### src/rtl/fetch_decode_queue.sv
// -----------------------------------------------------------------------------
// fetch_decode_queue
//
// Decoupling queue between instruction fetch and decode. Each entry holds the
// fetched instruction word, its PC and the pre-generated 64-bit immediate.
// Entries leave in strict FIFO order through a valid/ready handshake, so a
// stalled decode never loses a fetched word. A synchronous flush (taken
// branch / jump) discards everything queued.
//
// Parameters:
//   DEPTH  number of entries (power of two, >= 2)
//   PW     pointer width, derived from DEPTH (not overridable)
//
// Ports:
//   clk              system clock, rising edge
//   rst_n            asynchronous active-low reset
//   flush            synchronous discard of all entries (wins over push/pop)
//   in_valid         fetch presents an entry
//   in_ready         queue can accept an entry (registered state only)
//   in_instruction   fetched instruction word
//   in_pc            address of the fetched instruction
//   in_immediate     immediate from the immediate generation unit
//   out_valid        head entry available to decode
//   out_ready        decode consumes the head entry
//   out_instruction  head instruction word (NOP when empty)
//   out_pc           head PC (0 when empty)
//   out_immediate    head immediate (0 when empty)
//   count            number of stored entries, 0..DEPTH
// -----------------------------------------------------------------------------
module fetch_decode_queue #(
  parameter  int unsigned DEPTH = 4,
  localparam int unsigned PW    = $clog2(DEPTH)
) (
  input  logic          clk,
  input  logic          rst_n,
  input  logic          flush,
  input  logic          in_valid,
  output logic          in_ready,
  input  logic [31:0]   in_instruction,
  input  logic [63:0]   in_pc,
  input  logic [63:0]   in_immediate,
  output logic          out_valid,
  input  logic          out_ready,
  output logic [31:0]   out_instruction,
  output logic [63:0]   out_pc,
  output logic [63:0]   out_immediate,
  output logic [PW:0]   count
);

  // addi x0, x0, 0 -- what decode sees when nothing is queued.
  localparam logic [31:0] NOP_INSTRUCTION = 32'h0000_0013;
  localparam logic [PW:0] FULL_COUNT      = (PW + 1)'(DEPTH);
  localparam logic [PW-1:0] PTR_ONE       = PW'(1);

  typedef struct packed {
    logic [31:0] instruction;
    logic [63:0] pc;
    logic [63:0] immediate;
  } entry_t;

  // ---------------------------------------------------------------------------
  // State
  // ---------------------------------------------------------------------------
  entry_t          mem_q [DEPTH];
  logic [PW-1:0]   wr_ptr_q, wr_ptr_d;
  logic [PW-1:0]   rd_ptr_q, rd_ptr_d;
  logic [PW:0]     count_q,  count_d;

  logic            push;
  logic            pop;
  entry_t          in_entry;
  entry_t          head_entry;

  // ---------------------------------------------------------------------------
  // Handshake
  // ---------------------------------------------------------------------------
  // in_ready is derived from count_q alone: a full queue refuses a push even in
  // a cycle where it pops, which keeps out_ready off the in_ready path.
  assign in_ready  = (count_q != FULL_COUNT);
  assign out_valid = (count_q != '0);

  assign push = in_valid  & in_ready  & ~flush;
  assign pop  = out_valid & out_ready & ~flush;

  assign in_entry = '{instruction: in_instruction,
                      pc:          in_pc,
                      immediate:   in_immediate};

  // ---------------------------------------------------------------------------
  // Next-state logic
  // ---------------------------------------------------------------------------
  always_comb begin
    // NOTE: every output of this block gets a default first, so no path
    // through the if/case leaves a signal unassigned and infers a latch.
    wr_ptr_d = wr_ptr_q;
    rd_ptr_d = rd_ptr_q;
    count_d  = count_q;

    if (flush) begin
      wr_ptr_d = '0;
      rd_ptr_d = '0;
      count_d  = '0;
    end else begin
      // DEPTH is a power of two, so the natural PW-bit overflow is the wrap.
      if (push) wr_ptr_d = wr_ptr_q + PTR_ONE;
      if (pop)  rd_ptr_d = rd_ptr_q + PTR_ONE;

      unique case ({push, pop})
        2'b10:   count_d = count_q + 1'b1;
        2'b01:   count_d = count_q - 1'b1;
        default: count_d = count_q;   // idle, or push and pop together
      endcase
    end
  end

  // ---------------------------------------------------------------------------
  // Control registers
  // ---------------------------------------------------------------------------
  // NOTE: sequential state uses non-blocking assignments so every flop samples
  // the pre-edge values, independent of statement order.
  always_ff @(posedge clk or negedge rst_n) begin
    if (!rst_n) begin
      wr_ptr_q <= '0;
      rd_ptr_q <= '0;
      count_q  <= '0;
    end else begin
      wr_ptr_q <= wr_ptr_d;
      rd_ptr_q <= rd_ptr_d;
      count_q  <= count_d;
    end
  end

  // ---------------------------------------------------------------------------
  // Entry storage
  // ---------------------------------------------------------------------------
  // NOTE: the storage array has no reset. Stale contents are never visible
  // because the output mux masks them whenever count_q is zero, and leaving
  // the reset off lets the array map onto plain RAM/flops without reset fan-out.
  always_ff @(posedge clk) begin
    if (push) begin
      mem_q[wr_ptr_q] <= in_entry;
    end
  end

  // ---------------------------------------------------------------------------
  // Output mux: selected purely by registered rd_ptr_q and count_q.
  // ---------------------------------------------------------------------------
  assign head_entry = mem_q[rd_ptr_q];

  always_comb begin
    if (out_valid) begin
      out_instruction = head_entry.instruction;
      out_pc          = head_entry.pc;
      out_immediate   = head_entry.immediate;
    end else begin
      out_instruction = NOP_INSTRUCTION;
      out_pc          = '0;
      out_immediate   = '0;
    end
  end

  assign count = count_q;

endmodule
### config.mk
export PLATFORM = sky130hd
export DESIGN_NAME = fetch_decode_queue
export DESIGN_NICKNAME = d
export VERILOG_FILES = /design/src/rtl/fetch_decode_queue.sv
export SDC_FILE = /design/constraint.sdc
export NUM_CORES = 1
export LEC_CHECK = 0
export BUFFER_PORTS_ARGS = -buffer_cell sky130_fd_sc_hd__buf_2
export CORE_MARGIN = 2
export CORE_UTILIZATION = 55
export DETAILED_ROUTE_END_ITERATION = 7
export MAX_ROUTING_LAYER = met4
export PLACE_DENSITY = 0.77
export SLEW_MARGIN = 20
export SYNTH_ARGS = -nofsm -noshare
export SYNTH_HDL_FRONTEND = slang
export SYNTH_SLANG_ARGS = --single-unit
### constraint.sdc
create_clock -name clk -period 14.4 [get_ports clk]
set_input_delay 0.72 -clock clk [delete_from_list [all_inputs] [get_ports clk]]
set_output_delay 0.72 -clock clk [all_outputs]
set_load 0.01 [all_outputs]
==> key figures, run 1 <==
Status
  – Status: finished, final reports clean

Floorplan
  – IO Count: 330
  – Core area: 0.04422 mm²
  – FP Rows: 77
  – Chip width: 215.9 µm
  – Initial core utilization: 0.5583
  – Die ar.: 0.04660 mm²
  – Die Y: 215.9 µm

Pwr
  – Pwr Total: 4.554 mW
  – Pwr Density: 157.8 mW/mm²
  – P_leak: 9.800 nW
  – VDD IR max: 0.1469 mV

Place
  – Post-DP HPWL: 27.91 mm
  – Number of buffers added on ports: 329
  – Dpl cells: 1954
  – Gp weighted congestion: 0.7629

Detailed routing
  – DR pass1 iterations: 5
  – Starting DRT DRC Count: 941
  – Number of routed nets with antenna violations: 0
  – Routed via count: 11.79k
  – Vias/cell: 5.667
  – Total Wirelength: 47.69 mm
  – Drt drc: 0
  – WL per Instance: 22.92 µm

Timing
  – Final setup vio count: 0
  – Final Max Slew Viols: 0
  – Hold WS: 0.3157 ns
  – Worst Tran Pin Value: 1.071 ns
  – Worst rel slew slack: 0.2862
  – Final setup TNS: 0 ns
  – Final min period: 4.680 ns
  – Setup Skew: 0.02200 ns
  – Post-route clock period utilization: 0.3250
  – RSZ-0062 raised after global routing: no
  – Hold Vio Cnt, Final: 0
  – Achievable frequency: 213.7 MHz

Cells and area
  – Util after Layout: 0.6524
  – Filler instances: 2882
  – Sequential cell area: 0.01940 mm²
  – Area occupied by multi-input gates: 0.004961 mm²
  – Area growth syn-to-layout: 16.85%
  – Proportion of layout cells with a drive suffix above 1: 0.4064
  – Non-Filler Instances: 2081
  – Layout Nets: 1597

Clocking
  – CTS clock-pin slew for the worst setup and hold paths: 0.06 ns
  – Clock sink total: 647
  – H-tree Lvls: 2
  – CTS tree: done
  – Clk root buf: clkbuf_16
  – Clock buffer depth: 3
  – Clock buffer count from CTS: 61
  – Worst-Skew Late Latency: 0.61 ns

GRT
  – Largest net degree at the start of global routing: 159
  – First-pass GRT wire length: 72.36 mm
  – Met3 Use GR: 0.05638
  – Total track usage: 0.2124
  – GRT busiest layer: met2
  – Overflow after GRT: 0
  – Vias in the first global route: 12.41k
  – Initial antenna violation count: 14
  – Grt met1 use: 0.2741
  – GR Util met2: 0.3402

Setup path
  – CP top delay family: buffers and inverters
  – Worst-path maximum fanout: 38
  – CP max-delay cell: dfrtp_4
  – CP Launch Type: flop
  – Setup crit end kind: output pin
  – CP max stage delay: 0.90 ns
  – Crit path top cell by count: buf_4
  – Buf/Inv on CP: 4
  – Arrival time worst endpoint: 3.96 ns
  – Crit-path cells: buf_4 > buf_4 > buf_16 > mux4_2 > and2_1 > buf_2
  – Setup CP Type: reg -> out
  – WP data required: 13.68 ns

Synthesis
  – Top-count cell post-synth: edfxtp_1
  – Mapped Area: 0.02469 mm²
  – Yosys cell types: 37
  – Asr flop ratio synth: 0.01082
  – Syn_area_per_cell: 22.88 µm²
  – Leading post-synthesis cells by cell area: edfxtp_1, mux4_2, and2_1
  – Post-synth top area cell: edfxtp_1
  – Predominant post-synthesis flop cell: edfxtp_1
  – Net count after synthesis: 1249
  – #FFs+latches synth: 647
  – Top-area cell type share of the netlist area: 0.7784
  – Post-synth EDFFs: 640
  – Cell count after synthesis: 1079
  – Yosys Warn Count: 0
  – Sequential cell area fraction in the yosys report: 0.7855
  – Synth cell count leaders: edfxtp_1, mux4_2, and2_1

Run
  – Max Cap Violations: 0

Worst hold path
  – Hold Path Class: in -> reg
[final timing paths]
kind                                         start             to  slack (ns)  cells after the start
worst max-delay path                   rd_ptr_q[0]     out_pc[45]        9.72                      6
worst min-delay path            in_instruction[10]  mem_q[0][138]        0.32                      1
worst max register to register            count[1]   mem_q[3][93]       11.25                      4
worst min register to register         wr_ptr_q[1]    wr_ptr_q[1]        0.60                      2
max in group asynchronous                    rst_n    rd_ptr_q[0]       13.70                      2
min in group asynchronous                    rst_n       count[2]        0.50                      2
[timing repair]
action                    4_1_cts  5_1_grt
gates resized for setup         0        0
hold buffers                    1        0
hold endpoints to repair        7        0
setup buffers                   0        0
[registers in the layout (all words and copies together), names as in the netlist]
signal and flops:
mem_q 640, rd_ptr_q 2, count 3, wr_ptr_q 2
[where the power goes]
part           switching [mW]  internal, mW  total (mW)  leakage (nW)
sequential             0.0391          2.14        2.18          5.90
combinational           0.456         0.405       0.862          2.97
clock                   0.648         0.865        1.51         0.927
total                    1.14          3.41        4.55          9.80
[cell usage in the layout, fill, tap and decap left out, types with 2 or more instances in the layout]
cell	count
buf_2	329
nand2b_1	2
nor3_1	2
and3_4	4
buf_4	13
edfxtp_1	640
mux4_2	160
diode_2	15
nor2_1	5
clkinv_1	14
xor2_1	2
nand3_1	3
clkbuf_1	10
clkinv_2	13
or2_1	2
ha_1	4
a21oi_1	4
clkinvlp_4	4
nand2_1	3
dfrtp_1	5
clkbuf_16	63
and2_1	157
dfrtp_4	2
o21ai_0	2
bufinv_16	4
inv_1	5
inv_6	2
[metrics by stage]
stage	cell area [µm²]	setup slack [ns]
final	28850	9.720
after global routing	28850	9.342
after CTS	28780	9.305
after detailed placement	26870	10.00
after global placement	26870	9.969
after floorplan	24690	8.987
[worst reg2reg max path, stage by stage, from the launching register on]
cell     delay, ns
dfrtp_1       0.59
nor3b_1       0.16
inv_1         0.20
and3_4        0.87
buf_4         0.88
[cell type report]
type                       instances  area share
antenna                           15    0.001301
clock inverter                    37    0.009888
multi-input combinational        367      0.1720
sequential                       647      0.6724
clock buffer                      73     0.05594
timing repair buffer             344     0.06175
inverter                           6    0.001041
tap                              592     0.02567
[routing by layer]
metal / share of wire / vias up
met2: 0.51 / 373
met5: 0 / -
met3: 0.071 / 66
met4: 0.019 / 0
met1: 0.40 / 6210
li1: - / 5144
[kinds of logic after synthesis]
logic type,Yosys count,share of synthesized area
AO/OA/AOI/OAI,17,0.004917
AND/OR/NAND/NOR,181,0.04490
multiplexers,161,0.1464
flip-flops,647,0.7855
adder cells (fa/ha/maj),5,0.002838
buffers and inverters,65,0.01439
XOR/XNOR,3,0.001064
(Power assumes the default switching activity.)
==> inputs of run 2 (changes only) <==
- CORE_UTILIZATION: 55 -> 52
- PLACE_DENSITY: 0.77 -> 0.76
- clock period: 14.4 -> 4.1 ns (I/O delays scaled with it)
==> key figures, run 2 (same netlist as run 1, synthesis figures left out) <==
Setup path
  – CP top delay family: buffers and inverters (unchanged)
  – Setup CP Type: reg -> out (unchanged)
  – Reg2reg end: mem_q[1][9] (was mem_q[3][93])
  – Worst Setup EP: out_pc[41] (was out_pc[45])
  – Arrival time worst endpoint: 2.93 ns (was 3.96 ns)
  – Setup crit end kind: output pin (unchanged)
  – WP data required: 3.89 ns (was 13.68 ns)
  – CP max-delay cell: dfrtp_1 (was dfrtp_4)
  – Worst-path maximum fanout: 66 (was 38)
  – Worst-case reg-to-reg path depth: 4 (unchanged)
  – Buf/Inv on CP: 3 (was 4)
  – Crit-path cells: nor3_1 > clkinv_2 > buf_4 > and2_1 > buf_2 (was buf_4 > buf_4 > buf_16 > mux4_2 > and2_1 > buf_2)
  – Reg-to-reg slack, setup: 1.51 ns (was 11.25 ns)
  – CP max stage delay: 0.52 ns (was 0.90 ns)
  – CP Launch Point: count[1] (was rd_ptr_q[0])
  – CP Launch Type: flop (unchanged)
  – Levels on crit path: 5 (was 6)
  – FF-to-FF Start: count[1] (unchanged)

Timing
  – Setup Skew: 0.02337 ns (was 0.02200 ns)
  – Worst rel slew slack: 0.4239 (was 0.2862)
  – Final setup vio count: 0 (unchanged)
  – Final Max Slew Viols: 0 (unchanged)
  – Final min period: 3.131 ns
  – Worst Tran Pin Value: 0.8641 ns (was 1.071 ns)
  – Final setup TNS: 0 ns (unchanged)
  – Achievable frequency: 319.4 MHz
  – RSZ-0062 raised after global routing: no (unchanged)
  – Post-route clock period utilization: 0.7636
  – Hold Vio Cnt, Final: 0 (unchanged)

Clocking
  – H-tree Lvls: 2 (unchanged)
  – CTS tree: done (unchanged)
  – Post-CTS Resized: 0 (unchanged)
  – CTS clock-pin slew for the worst setup and hold paths: 0.06 ns (about the same)
  – Clock sink total: 647 (unchanged)
  – Clock buffer depth: 3 (unchanged)
  – Clock buffer count from CTS: 61 (unchanged)
  – Worst-Skew Late Latency: 0.61 ns (about the same)
  – Clk root buf: clkbuf_16 (unchanged)

GRT
  – Vias in the first global route: 13.68k (was 12.41k)
  – Total track usage: 0.2196 (was 0.2124)
  – Initial antenna violation count: 7 (was 14)
  – First-pass GRT wire length: 79.44 mm (was 72.36 mm)
  – Overflow after GRT: 0 (unchanged)
  – Largest net degree at the start of global routing: 79 (was 159)

Detailed routing
  – WL per Instance: 22.84 µm (was 22.92 µm)
  – Total Wirelength: 51.94 mm (was 47.69 mm)
  – Vias/cell: 5.508 (was 5.667)
  – Number of routed nets with antenna violations: 0 (unchanged)
  – Starting DRT DRC Count: 787 (was 941)
  – Routed via count: 12.53k (was 11.79k)
  – Drt drc: 0 (unchanged)
  – DR pass1 iterations: 5 (unchanged)

Cells and area
  – Proportion of layout cells with a drive suffix above 1: 0.3753 (was 0.4064)
  – Layout Nets: 1787 (was 1597)
  – Largest register FFs: 640 (unchanged)
  – Top reg by flops: mem_q (unchanged)
  – Most common cell after layout, fill and taps aside: edfxtp_1 (unchanged)
  – Area growth syn-to-layout: 24.92% (was 16.85%)
  – Most frequent cells in the layout: edfxtp_1, buf_2, dlygate4sd3_1 (was edfxtp_1, buf_2, mux4_2)

Floorplan
  – Die Y: 221.9 µm (was 215.9 µm)
  – Chip width: 221.9 µm (was 215.9 µm)
  – Core area: 0.04675 mm² (was 0.04422 mm²)
  – Initial core utilization: 0.5281 (was 0.5583)
  – FP Rows: 79 (was 77)
  – Die ar.: 0.04924 mm² (was 0.04660 mm²)
  – IO Count: 330 (unchanged)

Pwr
  – Switch share: 0.2528 (was 0.2511)
  – P_leak: 10.65 nW (was 9.800 nW)
  – Sw power: 4.112 mW (was 1.144 mW)
  – Clock power frac: 0.328 (was 0.332)
  – Pwr Total: 16.27 mW (was 4.554 mW)
  – VDD IR max: 0.3780 mV (was 0.1469 mV)
  – Comb power frac: 0.201 (was 0.189)
  – Pwr Density: 527.4 mW/mm² (was 157.8 mW/mm²)
  – Internal Power: 12.15 mW (was 3.410 mW)
  – Flop pwr share: 0.471 (was 0.479)

Place
  – Number of buffers added on ports: 329 (unchanged)
  – Gp weighted congestion: 0.8102 (was 0.7629)
  – Post-DP HPWL: 30.67 mm (was 27.91 mm)

Run
  – Max Cap Violations: 0 (unchanged)

Worst hold path
  – Hold Path Class: in -> reg (unchanged)

Status
  – Status: finished, final reports clean (unchanged)
==> run 2: cell types whose count changed in the layout (fill, tap and decap cells not counted), sizes merged <==
| cell | previous run | this run |
|---|---|---|
| inv | 8 | 7 |
| dlygate4sd3 | 1 | 165 |
| clkinv | 27 | 22 |
| diode | 15 | 7 |
| buf | 343 | 369 |
| clkbuf | 73 | 75 |
==> run 2: per-layer routing <==
metal | up-vias | share of wire | GRT usage
met5 | - | 0 | -
met4 | 0 | 0.027 | 0.07912
met3 | 95 | 0.058 | 0.04651
met2 | 415 | 0.53 | 0.3729
met1 | 6511 | 0.39 | 0.2617
li1 | 5505 | - | -
==> run 2: worst min-delay path by stage <==
| stage | from | to | slack, ns | cells past startpoint |
|---|---|---|---|---|
| after global placement | rst_n | count[2] | 0.05 | 1 |
| after floorplan | rst_n | count[0] | -0.09 | 0 |
| final | out_ready | count[2] | 0.07 | 4 |
| after detailed placement | rst_n | count[2] | 0.06 | 1 |
| after CTS | out_ready | count[2] | 0.02 | 4 |
| after global routing | out_ready | count[2] | 0.09 | 4 |
==> run 2: area by class of cell <==
cell class	instances	area, µm²
Inverter	6	23.77
Clock inverter	31	260.3
Clock buffer	75	1622
Antenna cell	7	17.52
Multi-Input combinational cell	367	4961
Sequential cell	647	19400
Tap cell	607	759.5
Fill cell	2964	15910
Timing Repair Buffer	534	3799
==> run 2: power groups by stage <==
stage	clock network (mW)	registers (mW)	logic (mW)
2_1_floorplan	0	7.71	2.06
3_3_place_gp	0	7.79	3.10
3_5_place_dp	0	7.81	3.15
4_1_cts	5.42	7.67	3.30
5_1_grt	5.68	7.69	3.52
6_report	5.33	7.67	3.27
==> run 2: metrics by stage <==
stage / area [µm²] / instances / hold WS (ns) / setup slack, ns / util
floorplan: 24690 / 1079 / -0.09059 / 0.7688 / -
global placement: 27290 / 1996 / 0.04942 / 1.533 / 0.5838
detailed placement: 27290 / 1996 / 0.05798 / 1.496 / 0.5838
CTS: 30830 / 2267 / 0.01673 / 0.9272 / 0.6593
global route: 30840 / 2274 / 0.09317 / 0.7651 / 0.6597
finish: 30840 / 2274 / 0.06815 / 0.9693 / 0.6597
==> run 2: worst reg2reg max path: stages, from the launching register on <==
cell,delay (ns)
dfrtp_1,0.58
nor3b_1,0.16
inv_1,0.21
and3_4,0.74
buf_4,0.51
==> run 2: what timing repair did <==
action / CTS / global route
hold buffers: 165 / 0
endpoints found under the hold margin: 653 / 0
setup buffers: 0 / 0
==> inputs of run 3 (changes only) <==
- ABC_AREA: not set -> 1
- clock period: 4.1 -> 2.7 ns (I/O delays scaled with it)
==> key figures, run 3 <==
Status
  – Status: finished, final reports clean (unchanged)

Floorplan
  – IO Count: 330 (unchanged)
  – Die Y: 224.1 µm (was 221.9 µm)
  – Chip width: 224.1 µm (was 221.9 µm)
  – Die ar.: 0.05020 mm² (was 0.04924 mm²)
  – Initial core utilization: 0.5274 (was 0.5281)
  – Core area: 0.04775 mm² (was 0.04675 mm²)
  – FP Rows: 80 (was 79)

Pwr
  – P_leak: 11.35 nW (was 10.65 nW)
  – Pwr Density: 925.9 mW/mm² (was 527.4 mW/mm²)
  – VDD IR max: 0.6672 mV (was 0.3780 mV)

Synthesis
  – Post-synthesis xor/xnor area fraction: 0.0003478 (was 0.001064)
  – Yosys Warn Count: 0 (unchanged)
  – Net count after synthesis: 2116 (was 1249)
  – Asr flop ratio synth: 0.01082 (unchanged)
  – Sequential cell area fraction in the yosys report: 0.7701 (was 0.7855)
  – Mapped Area: 0.02518 mm² (was 0.02469 mm²)
  – Compound-Gate Fraction of Synth Area: 0.09694 (was 0.004916)
  – Post-synth EDFFs: 640 (unchanged)
  – Yosys cell types: 24 (was 37)
  – Post-synthesis mux area share: 0 (was 0.1464)
  – Cell count after synthesis: 1946 (was 1079)
  – Leading post-synthesis cells by cell area: edfxtp_1, nor2_1, o21ai_0 (was edfxtp_1, mux4_2, and2_1)
  – Top-count cell post-synth: nor2_1 (was edfxtp_1)
  – #FFs+latches synth: 647 (unchanged)
  – Post-Synth Simple-Gate Area: 0.1004 (was 0.04490)
  – Syn_area_per_cell: 12.94 µm² (was 22.88 µm²)
  – Predominant post-synthesis flop cell: edfxtp_1 (unchanged)
  – Synth Area in Adders: 0.002782 (was 0.002838)
  – Top-area cell type share of the netlist area: 0.7632 (was 0.7784)
  – Post-synth top area cell: edfxtp_1 (unchanged)
  – Synth cell count leaders: nor2_1, edfxtp_1, o21ai_0 (was edfxtp_1, mux4_2, and2_1)
  – Largest family of logic cells by synthesized area: simple AND/OR/NAND/NOR gates (was multiplexers)

Cells and area
  – Finished layout cell area: 0.03141 mm² (was 0.03084 mm²)
  – Most frequent cells in the layout: nor2_1, edfxtp_1, buf_2 (was edfxtp_1, buf_2, dlygate4sd3_1)
  – Proportion of layout cells with a drive suffix above 1: 0.1914 (was 0.3753)
  – Non-Filler Instances: 3096 (was 2274)
  – Layout Nets: 2601 (was 1787)
  – Top reg by flops: mem_q (unchanged)
  – Util after Layout: 0.6578 (was 0.6597)
  – Area growth syn-to-layout: 24.73% (was 24.92%)
  – Largest register FFs: 640 (unchanged)

Detailed routing
  – Number of routed nets with antenna violations: 0 (unchanged)
  – WL per Instance: 20.12 µm (was 22.84 µm)
  – Drt drc: 0 (unchanged)
  – DR pass1 iterations: 7 (was 5)
  – Total Wirelength: 62.28 mm (was 51.94 mm)
  – Starting DRT DRC Count: 1448 (was 787)
  – Routed via count: 17.12k (was 12.53k)
  – Vias/cell: 5.531 (was 5.508)

Clocking
  – Worst-Skew Late Latency: 0.62 ns (was 0.61 ns)
  – CTS clock-pin slew for the worst setup and hold paths: 0.06 ns (about the same)
  – Clock buffer depth: 3 (unchanged)
  – Clock buffer count from CTS: 61 (unchanged)
  – H-tree Lvls: 2 (unchanged)
  – Clock sink total: 647 (unchanged)
  – Clk root buf: clkbuf_16 (unchanged)
  – CTS tree: done (unchanged)

Timing
  – Final Max Slew Viols: 0 (unchanged)
  – Hold Vio Cnt, Final: 0 (unchanged)
  – Post-route clock period utilization: 0.9708
  – Achievable frequency: 381.5 MHz
  – Final min period: 2.621 ns
  – Hold WS: 0.2629 ns (was 0.06815 ns)
  – RSZ-0062 raised after global routing: no (unchanged)
  – Worst rel slew slack: 0.3466 (was 0.4239)
  – Worst Tran Pin Value: 0.9802 ns (was 0.8641 ns)
  – Final setup vio count: 0 (unchanged)
  – Setup Skew: 0.01805 ns (was 0.02337 ns)
  – Setup WS post-layout: 0.07878 ns (was 0.9693 ns)

GRT
  – Initial antenna violation count: 4 (was 7)
  – Vias in the first global route: 17.33k (was 13.68k)
  – Largest net degree at the start of global routing: 161 (was 79)
  – Overflow after GRT: 0 (unchanged)
  – Total track usage: 0.2506 (was 0.2196)
  – First-pass GRT wire length: 94.04 mm (was 79.44 mm)

Place
  – Post-DP HPWL: 32.46 mm (was 30.67 mm)
  – Dpl cell area: 0.02768 mm² (was 0.02729 mm²)
  – Dpl cells: 2809 (was 1996)
  – Number of buffers added on ports: 329 (unchanged)
  – Gp weighted congestion: 0.8119 (was 0.8102)
  – Setup WS pre-CTS: 0.6270 ns (was 1.496 ns)

Setup path
  – Arrival time worst endpoint: 2.49 ns (was 2.93 ns)
  – CP Launch Type: flop (unchanged)
  – Worst-path maximum fanout: 160 (was 66)
  – WP data required: 2.57 ns (was 3.89 ns)
  – Setup crit end kind: output pin (unchanged)
  – Setup CP Type: reg -> out (unchanged)

Worst hold path
  – Hold Path Class: in -> reg (unchanged)

Run
  – Max Cap Violations: 0 (unchanged)
[run 3: cell count changes after synthesis, sizes merged, moves of 17 or more]
cell,before,now
nand2,3,22
mux4,160,0
o21ai,2,321
a21oi,4,160
clkbuf,24,41
buf,35,82
nor2,5,647
and2,157,0
[run 3: worst paths after layout]
path / startpoint / to / slack (ns) / cells past startpoint
setup / recovery: rd_ptr_q[1] / out_immediate[0] / 0.08 / 5
hold / removal: in_immediate[18] / mem_q[2][18] / 0.26 / 2
setup reg to reg: count[1] / count[2] / 0.18 / 12
hold reg to reg: count[0] / count[0] / 0.54 / 1
max in group asynchronous: rst_n / rd_ptr_q[0] / 1.73 / 3
min in group asynchronous: rst_n / rd_ptr_q[1] / 0.60 / 3
[run 3: cell families (layout without fill, tap and decap cells)]
kind of cell	after synthesis	in the layout
AO/OA/AOI/OAI	485	485
AND/OR/NAND/NOR	671	671
other	0	5
adder cells (fa/ha/maj)	5	5
buffers and inverters	137	667
flip-flops	647	647
XOR/XNOR	1	1
[run 3: stage by stage]
step,total power [mW],setup TNS [ns]
after detailed placement,20.40,0
after CTS,28.98,0
after global routing,30.32,0
after global placement,20.22,0
after floorplan,16.88,-611.90
final,29.08,0
[run 3: critical path: stages (launching register included)]
cell     delay (ns)
dfrtp_4        0.45
buf_12         0.57
nor2_1         0.13
o21ai_0        0.15
a21oi_1        0.14
buf_2          0.17
[run 3: layout make-up]
type | instances | area [µm²]
Timing Repair Buffer | 545 | 4129
Multi-Input combinational cell | 1162 | 5096
Clock inverter | 27 | 281.5
Inverter | 14 | 72.57
Tap cell | 615 | 769.5
Antenna cell | 5 | 12.51
Sequential cell | 647 | 19400
Fill cell | 3207 | 16340
Clock buffer | 81 | 1644
[run 3: report_power, final]
part	total, mW	internal (mW)	switching, mW
logic	8.89	3.09	5.80
registers	11.8	11.6	0.172
clock network	8.37	4.81	3.56
[run 3: timing repair]
action	CTS	global route
pin swaps	0	0
endpoints found under the hold margin	654	0
hold buffers	168	0
buffers inserted	0	4
cloned	1	1
resized for setup	1	3
endpoints found under the setup margin	1	37
[run 3: metal layers]
| layer | up-vias | track usage | part of all wire |
|---|---|---|---|
| met2 | 736 | 0.4170 | 0.50 |
| met1 | 8357 | 0.3118 | 0.40 |
| met3 | 128 | 0.04617 | 0.077 |
| met4 | 0 | 0.08473 | 0.028 |
| met5 | - | - | 0 |
| li1 | 7903 | - | - |
